**config.mk**
```make
export PLATFORM = sky130hd
export DESIGN_NAME = rr_arbiter_16
export DESIGN_NICKNAME = d
export VERILOG_FILES = /design/src/rtl/rr_arbiter_16_pkg.sv /design/src/rtl/rr_arbiter_16_grant_decoder.sv /design/src/rtl/rr_arbiter_16.sv
export SDC_FILE = /design/constraint.sdc
export NUM_CORES = 1
export LEC_CHECK = 0
export ABC_AREA = 1
export CORE_MARGIN = 8
export CORE_UTILIZATION = 45
export DETAILED_ROUTE_END_ITERATION = 10
export HOLD_SLACK_MARGIN = 0.1
export PLACE_DENSITY = 0.71
export SYNTH_ARGS = -nofsm -noshare
export SYNTH_HDL_FRONTEND = slang
export SYNTH_SLANG_ARGS = --single-unit
```
**constraint.sdc**
```tcl
create_clock -name clk -period 8.35 [get_ports clk]
set_clock_uncertainty 0.05 [all_clocks]
set_input_delay 0.835 -clock clk [delete_from_list [all_inputs] [get_ports clk]]
set_output_delay 0.835 -clock clk [all_outputs]
set_load 0.02 [all_outputs]
```
**src/rtl/rr_arbiter_16_pkg.sv**
```systemverilog
// Shared types and constants for the 16-way round-robin arbiter.
package rr_arbiter_16_pkg;

  localparam int unsigned N_REQ = 16;
  localparam int unsigned IDX_W = 4;
  localparam logic [N_REQ-1:0] GNT_NONE = 16'hFFFF;

  typedef enum logic {
    ARB_IDLE,
    ARB_GRANT
  } arb_state_e;

  // Index of the lowest set bit; 0 when the vector is empty.
  function automatic logic [IDX_W-1:0] lowest_set(input logic [N_REQ-1:0] v);
    lowest_set = '0;
    for (int unsigned i = N_REQ; i > 0; i--) begin
      if (v[i-1]) lowest_set = IDX_W'(i - 1);
    end
  endfunction

endpackage

```
**src/rtl/rr_arbiter_16_grant_decoder.sv**
```systemverilog
// 4-to-16 decoder with active-low outputs; disabled drives all outputs high.
module grant_decoder
  import rr_arbiter_16_pkg::*;
(
  input  logic             en,
  input  logic [IDX_W-1:0] idx,
  output logic [N_REQ-1:0] sel_n
);

  always_comb begin
    sel_n = GNT_NONE;
    if (en) sel_n[idx] = 1'b0;
  end

endmodule

```
**src/rtl/rr_arbiter_16.sv**
```systemverilog
// Round-robin arbiter for 16 requesters with hold-until-release grants.
// Optional forced release after MAX_HOLD grant cycles when ARB_TIMEOUT_EN is defined.
module rr_arbiter_16
  import rr_arbiter_16_pkg::*;
#(
  parameter int unsigned MAX_HOLD = 64
) (
  input  logic             clk,
  input  logic             rst_n,
  input  logic [N_REQ-1:0] req,
  input  logic             done,
  output logic [N_REQ-1:0] gnt_n,
  output logic [IDX_W-1:0] gnt_idx,
  output logic             gnt_valid,
  output logic             timeout
);

  if (MAX_HOLD < 2 || MAX_HOLD > 255) begin : g_bad_max_hold
    $error("rr_arbiter_16: MAX_HOLD must be within 2..255");
  end

  arb_state_e       state_q, state_d;
  logic [IDX_W-1:0] ptr_q, ptr_d;
  logic [IDX_W-1:0] idx_q, idx_d;
  logic             valid_q, valid_d;
  logic [N_REQ-1:0] req_rot;
  logic [IDX_W-1:0] win_idx;
  logic             owner_rel;
  logic             go_idle;

`ifdef ARB_TIMEOUT_EN
  localparam logic [7:0] HOLD_LAST = 8'(MAX_HOLD - 1);
  logic [7:0] hold_q, hold_d;
  logic       timeout_q, timeout_d;
`endif

  // Rotate so ptr sits at bit 0, pick the lowest set bit, then rotate back.
  always_comb begin
    req_rot = '0;
    for (int unsigned i = 0; i < N_REQ; i++) begin
      req_rot[i] = req[IDX_W'(i) + ptr_q];
    end
    win_idx = lowest_set(req_rot) + ptr_q;
  end

  assign owner_rel = done || !req[idx_q];

  always_comb begin
    state_d = state_q;
    ptr_d   = ptr_q;
    idx_d   = idx_q;
    valid_d = valid_q;
    go_idle = 1'b0;
`ifdef ARB_TIMEOUT_EN
    hold_d    = hold_q;
    timeout_d = 1'b0;
`endif
    case (state_q)
      ARB_IDLE: begin
        if (|req) begin
          idx_d   = win_idx;
          valid_d = 1'b1;
          state_d = ARB_GRANT;
`ifdef ARB_TIMEOUT_EN
          hold_d  = '0;
`endif
        end
      end
      ARB_GRANT: begin
        if (owner_rel) go_idle = 1'b1;
`ifdef ARB_TIMEOUT_EN
        else if (hold_q == HOLD_LAST) begin
          go_idle   = 1'b1;
          timeout_d = 1'b1;
        end else begin
          hold_d = hold_q + 8'd1;
        end
`endif
        if (go_idle) begin
          valid_d = 1'b0;
          ptr_d   = idx_q + 4'd1;
          state_d = ARB_IDLE;
        end
      end
      default: state_d = ARB_IDLE;
    endcase
  end

  always_ff @(posedge clk) begin
    if (!rst_n) begin
      state_q <= ARB_IDLE;
      ptr_q   <= '0;
      idx_q   <= '0;
      valid_q <= 1'b0;
`ifdef ARB_TIMEOUT_EN
      hold_q    <= '0;
      timeout_q <= 1'b0;
`endif
    end else begin
      state_q <= state_d;
      ptr_q   <= ptr_d;
      idx_q   <= idx_d;
      valid_q <= valid_d;
`ifdef ARB_TIMEOUT_EN
      hold_q    <= hold_d;
      timeout_q <= timeout_d;
`endif
    end
  end

  grant_decoder u_dec (
    .en    (valid_q),
    .idx   (idx_q),
    .sel_n (gnt_n)
  );

  assign gnt_idx   = idx_q;
  assign gnt_valid = valid_q;
`ifdef ARB_TIMEOUT_EN
  assign timeout = timeout_q;
`else
  assign timeout = 1'b0;
`endif

endmodule

```
==> results of run 1 <==
-- per-stage QoR --
step	std cells	power, uW
floorplan	352	691
global placement	432	830
detailed placement	432	839
CTS	435	892
global route	435	1010
finish	435	895
-- registers in the layout, summed over array words and instances (netlist names) --
signal,count
gnt_idx,4
ptr_q,4
gnt_valid,1
state_q,1
-- synthesized netlist by cell type --
library cell / number / share of area (%)
clkinv_1: 1 / 0.18
fa_1: 1 / 0.96
ha_1: 14 / 8.4
xor2_4: 1 / 1.3
dfxtp_1: 10 / 9.6
a21oi_2: 4 / 1.7
o21ai_1: 3 / 0.72
nor2_1: 22 / 4.0
nand3b_1: 1 / 0.36
nor2_2: 1 / 0.30
a41o_1: 1 / 0.48
xnor2_1: 3 / 1.3
conb_1: 1 / 0.18
a21o_1: 1 / 0.36
inv_2: 6 / 1.1
buf_12: 1 / 0.96
nor3_1: 1 / 0.24
nand3_1: 67 / 16
a31oi_1: 1 / 0.30
nand4_1: 2 / 0.60
xor2_2: 2 / 1.6
inv_4: 2 / 0.60
o21ai_0: 19 / 4.6
a21oi_1: 16 / 3.8
inv_1: 27 / 4.9
or2_2: 1 / 0.30
nand2_2: 8 / 2.4
o21ai_2: 3 / 1.3
buf_4: 2 / 0.72
o21a_1: 4 / 1.4
o22ai_1: 4 / 1.2
buf_2: 3 / 0.72
nand2_1: 99 / 18
clkbuf_1: 1 / 0.18
a21boi_0: 1 / 0.36
nor4_1: 3 / 0.90
nand3_2: 4 / 1.9
buf_6: 4 / 2.2
xor2_1: 5 / 2.1
a21o_4: 1 / 0.72
xnor2_4: 1 / 1.3
-- worst paths after layout --
| kind | startpoint | to | slack [ns] | cells after the start |
|---|---|---|---|---|
| setup reg to reg | ptr_q[0] | gnt_idx[2] | 3.86 | 28 |
| hold reg to reg | state_q | state_q | 0.47 | 2 |
| hold / removal | state_q | state_q | 0.47 | 2 |
| setup / recovery | ptr_q[0] | gnt_idx[2] | 3.86 | 28 |
-- layout by cell type, fill, tap and decap left out, types with 2 or more instances in the layout --
cell             instances
a21oi_1                 16
a21oi_2                  4
clkbuf_8                 3
clkdlybuf4s50_1         39
dfxtp_1                 10
ha_1                    14
inv_1                   27
inv_2                    6
inv_4                    2
nand2_1                 99
nand2_2                  8
nand3_1                 67
nand3_2                  4
nand4_1                  2
nor2_1                  22
nor4_1                   3
o21a_1                   4
o21ai_0                 19
o21ai_1                  3
o21ai_2                  3
o22ai_1                  4
xnor2_1                  3
xor2_1                   5
xor2_2                   2
-- metal layers --
metal	vias to the layer above	wire, um	track usage [%]
li1	1233	-	-
met2	100	2910	28.6
met5	-	0	0
met1	1107	2800	23.0
met4	0	87	3.30
met3	12	407	2.44
-- logic make-up (layout without fill, tap and decap cells) --
group | Yosys count | count (layout) | share of synthesized area, %
and+or+nand+nor | 209 | 209 | 44.9
AOI/OAI and AO/OA | 58 | 58 | 16.9
buffers and inverters | 47 | 78 | 11.5
adders and majority gates | 15 | 15 | 9.36
xor gates and xnor gates | 12 | 12 | 7.56
DFF | 10 | 10 | 9.60
other | 1 | 1 | 0.180
-- final cells by class --
class | instances | area [um^2] | share of cell area [%]
multi-input combinational | 295 | 1650 | 66.3
timing repair buffer | 39 | 390 | 15.7
sequential | 10 | 200 | 8.06
inverter | 36 | 140 | 5.65
tap | 52 | 65.1 | 2.62
clock buffer | 3 | 41.3 | 1.66
-- power breakdown --
part	switching [uW]	total (uW)	internal, uW	leakage (uW)
registers	48.0	111	63.3	0.0000829
clock network	16.4	47.8	31.3	0.0000216
logic	462	736	274	0.00106
-- tightest hold or removal path: stages, from the launching register on --
cell	delay (ns)
dfxtp_1	0.34
nor2_1	0.06
nor2_1	0.08
==> results by group, run 1 <==
Flow run
  • Max cap viols: 0

Floorplanning
  • Die extent in y: 84.1 um
  • Starting Density: 47.2%
  • CORE AREA: 4410 um^2
  • Cell Rows: 24
  • Boundary pin count: 41
  • Die Span X: 84.1 um
  • Die area: 7070 um^2

Clocking
  • CTS Hold Buffers Added: 0
  • Total clock sinks: 10
  • H-tree levels: 1
  • Maximum clock insertion buffer count: 2
  • CTS buffer count: 3
  • Worst-path clk slew: 0.04 ns
  • CTS tree: done
  • Setup bufs post-CTS: 0
  • Post-CTS sizing: 0
  • Worst skew pair latency: 0.23 ns
  • Clk root buf: clkbuf_8

Worst setup path
  • WP data required: 8.42 ns
  • Worst path slowest cell: dfxtp_1
  • Crit path max fanout: 22
  • CP Capture Type: register
  • Slowest cell delay on critical path: 0.88 ns
  • CP bufs+invs: 3
  • Worst Setup Start Kind: register
  • Largest delay share family, worst path: adder cells
  • Critical path type: reg -> reg
  • CP arrival: 4.55 ns
  • Most frequent CP cell: nand2_1

Status
  • Status: finished clean

Finish
  • Nets@finish: 419
  • Fillers: 465
  • Final instance area: 2480 um^2
  • Share of post-route cells with drive strength above 1: 9.66%
  • Antenna Cells: 0
  • Post-layout util: 56.2%
  • P&R area growth vs syn: 19.1%

Place
  • Placed Area: 2440 um^2
  • Setup WS pre-CTS: 3.91 ns
  • PortBufs: 39
  • Final Wtd Congestion: 0.919
  • Hpwl dp: 5.01 mm

STA
  • Count of final setup violators: 0
  • Hold WS: 0.468 ns
  • Fin. max-slew vios: 0
  • Fin crit share: 53.7%
  • Achievable Freq: 223 MHz
  • Tmin final: 4.49 ns
  • Slew HR: 41.6%
  • Slew @ Worst Pin: 0.874 ns
  • Setup TNS: 0 ns
  • Final Hold Fails: 0
  • Worst Setup Slack, final: 3.86 ns
  • Setup repair after global routing missed its margin: false

Synthesis
  • Yosys warnings: 0
  • Library cells used by synthesis: 41
  • Syn Nets: 386
  • Register area share after synthesis: 9.60%
  • Synthesized area per cell: 5.92 um^2
  • Yosys reg bits: 10
  • Post-Syn Instances: 352
  • Synth Cell Area: 2080 um^2

Drt
  • Initial DRC Count: 171
  • Routed Antenna Nets: 0
  • DR WL/cell: 14.2 um
  • Pre-antenna DRT Iters: 5
  • DRC: 0
  • Via Count: 2452
  • DR vias/cell: 5.64
  • Routed WL: 6.20 mm

Pwr
  • Leak: 0.00117 uW
  • Worst VDD drop: 184 uV
  • Pwr per Cell Area: 360 nW/um^2

GRT
  • Vias in the first global route: 2214
  • Initial antenna violation count: 0
  • Largest net degree at the start of global routing: 23
  • First-pass GRT wire length: 10.5 mm
  • GRT Util Overall: 17.3%
  • Overflow after GRT: 0

Hold path
  • Hold/Removal Path Class: reg -> reg
No activity file was read; power rests on OpenSTA's default activity.
==> run 2, diff against run 1 <==
==> constraint.sdc (replaced) <==
create_clock -name clk -period 4.3 [get_ports clk]
set_clock_uncertainty 0.05 [all_clocks]
set_input_delay 0.43 -clock clk [delete_from_list [all_inputs] [get_ports clk]]
set_output_delay 0.43 -clock clk [all_outputs]
set_load 0.02 [all_outputs]
==> run 2 against run 1 <==
Worst setup slack got worse by 3.3 ns. Critical path type unchanged. Global-route usage increased by 0.54 points. First-iteration DRC count is 18% higher. Critical path depth down 1. Maximum frequency increased by 21%. Non-clock buffer count rose by 3. Sequential share of layout area fell by 0.12 points.
==> results by group, run 2 (same netlist as run 1, synthesis figures left out) <==
Finish
  • Commonest non-fill, non-tap cell in the layout: nand2_1
  • Most frequent cells in the layout: nand2_1, nand3_1, clkdlybuf4s50_1, inv_1, nor2_1
  • Antenna Cells: 0 (unchanged)
  • Fillers: 451 (-3.0%)
  • Nets@finish: 422 (+0.72%)
  • P&R area growth vs syn: 20.8%
  • Share of post-route cells with drive strength above 1: 10.6% (+0.93 points)

STA
  • Setup TNS: 0 ns (unchanged)
  • Tmin final: 3.71 ns (-0.782 ns)
  • Slew @ Worst Pin: 0.655 ns (-0.220 ns)
  • Fin. max-slew vios: 0 (unchanged)
  • Achievable Freq: 270 MHz (+21%)
  • Slew HR: 56.3% (+15 points)
  • Count of final setup violators: 0 (unchanged)
  • Final Hold Fails: 0 (unchanged)
  • Setup repair after global routing missed its margin: false
  • Fin crit share: 86.2% (+32 points)
  • Worst Setup Slack, final: 0.594 ns (-3.27 ns)

Clocking
  • CTS buffer count: 3 (unchanged)
  • Total clock sinks: 10 (unchanged)
  • Worst skew pair latency: 0.23 ns (about the same)
  • Clk root buf: clkbuf_8
  • Worst-path clk slew: 0.05 ns (about the same)
  • H-tree levels: 1 (unchanged)
  • Post-CTS sizing: 0 (unchanged)
  • CTS tree: done
  • Maximum clock insertion buffer count: 2 (unchanged)
  • CTS Hold Buffers Added: 0 (unchanged)
  • Setup bufs post-CTS: 0 (unchanged)

Pwr
  • Switching pwr: 1050 uW (+99%)
  • Logic pwr share: 83.1% (+0.9 points)
  • Leak: 0.00119 uW (+1.9%)
  • Switching share of total power: 58.4% (-0.45 points)
  • Worst VDD drop: 353 uV (+92%)
  • Clock Power Share: 6.5% (+1.2 points)
  • Internal power: 746 uW (+100%)
  • Flop pwr share: 10.4% (-2.0 points)
  • Pwr per Cell Area: 712 nW/um^2 (+97%)

Hold path
  • Hold Path Sink: state_q
  • Hold/Removal Path Class: reg -> reg
  • Hold Startpoint: state_q
  • Worst Hold Depth: 2 (unchanged)

Worst setup path
  • Reg-to-reg slack, setup: 0.59 ns (-3.27 ns)
  • Reg2reg end: gnt_idx[2]
  • WP data required: 4.42 ns (-4.00 ns)
  • R2R cell count: 27 (-3.6%)
  • CP Capture Type: register
  • Crit path max fanout: 14 (-36%)
  • CP arrival: 3.82 ns (-0.73 ns)
  • FF-to-FF Start: ptr_q[1]
  • Worst Setup Start Kind: register
  • Critical path type: reg -> reg

Drt
  • DR vias/cell: 5.54 (-1.7%)
  • Initial DRC Count: 202 (+18%)
  • Pre-antenna DRT Iters: 6 (+1)
  • Routed WL: 6.32 mm (+2.0%)
  • Routed Antenna Nets: 0 (unchanged)
  • Via Count: 2432 (-0.82%)
  • DRC: 0 (unchanged)
  • DR WL/cell: 14.4 um (+1.0%)

GRT
  • Largest net degree at the start of global routing: 22 (-4.3%)
  • Vias in the first global route: 2338 (+5.6%)
  • Overflow after GRT: 0 (unchanged)
  • First-pass GRT wire length: 10.8 mm (+3.0%)
  • Initial antenna violation count: 0 (unchanged)
  • GRT Util Overall: 17.8% (+0.54 points)

Floorplanning
  • CORE AREA: 4410 um^2 (unchanged)
  • Die Span X: 84.1 um (unchanged)
  • Cell Rows: 24 (unchanged)
  • Boundary pin count: 41 (unchanged)
  • Starting Density: 47.2% (unchanged)
  • Die area: 7070 um^2 (unchanged)
  • Die extent in y: 84.1 um (unchanged)

Place
  • Hpwl dp: 5.11 mm (+2.1%)
  • Final Wtd Congestion: 0.862 (-6.2%)
  • Setup WS pre-CTS: 0.637 ns (-3.28 ns)
  • PortBufs: 39 (unchanged)

Status
  • Status: finished clean

Flow run
  • Max cap viols: 0 (unchanged)
## run 2: cell count changes in the layout (fill, tap and decap cells not counted), sizes merged
cell	delta
buf	+3
clkbuf	+1
## run 2: worst max path at each step
stage                   from          to  slack [ns]
floorplan           ptr_q[1]  gnt_idx[2]        1.00
global placement    ptr_q[2]  gnt_idx[2]        0.70
detailed placement  ptr_q[2]  gnt_idx[2]        0.64
CTS                 ptr_q[2]  gnt_idx[2]        0.62
global route        ptr_q[1]  gnt_idx[2]        0.18
finish              ptr_q[1]  gnt_idx[2]        0.59
## run 2: worst max-delay path, stage by stage, from the launching register on
cell and delay [ns]:
dfxtp_1 0.30, buf_4 0.18, inv_2 0.15, ha_1 0.51, inv_2 0.14, nand3_1 0.14, nand3_1 0.15, nand3_1 0.11
o21ai_0 0.11, nand2_1 0.10, nand2_1 0.05, nand2_1 0.05, nand2_1 0.05, nand2_1 0.06, nand2_1 0.05, nand2_1 0.05
nand2_1 0.05, nand2_1 0.05, nand2_1 0.04, nand2_1 0.06, nand2_1 0.06, a21oi_2 0.12, ha_1 0.17, inv_1 0.05
fa_1 0.37, xnor2_1 0.19, o21ai_0 0.11, a21oi_1 0.12
## run 2: power by group through the flow
stage	clock (uW)	sequential, uW	combinational (uW)
after floorplan	0	176	1170
after global placement	0	186	1450
after detailed placement	0	189	1470
after CTS	120	187	1470
after global routing	126	193	1690
final	117	187	1490
## run 2: cell type report
type	instances	area (um^2)	share of cell area, %
multi-input cells	295	1650	65.3
repair buffers	42	413	16.4
flip-flops and latches	10	200	7.95
inverters	36	140	5.56
well taps	52	65.1	2.58
clock buffers	4	55.1	2.19
## run 2: metrics by stage
step,area (um^2),util (%),hold slack (ns),power [uW],instances
after floorplan,2080,-,0.426,1340,352
after global placement,2460,55.8,0.443,1630,435
after detailed placement,2460,55.8,0.447,1650,435
after CTS,2520,57.1,0.454,1780,439
after global routing,2520,57.1,0.501,2010,439
final,2520,57.1,0.456,1790,439
## run 2: metal layers
layer | global-route usage, % | part of all wire [%] | vias up
met1 | 22.1 | 45 | 1106
met4 | 2.20 | 0.28 | 0
li1 | - | - | 1236
met2 | 31.5 | 48 | 86
met3 | 3.22 | 6.0 | 4
met5 | 0 | 0 | -
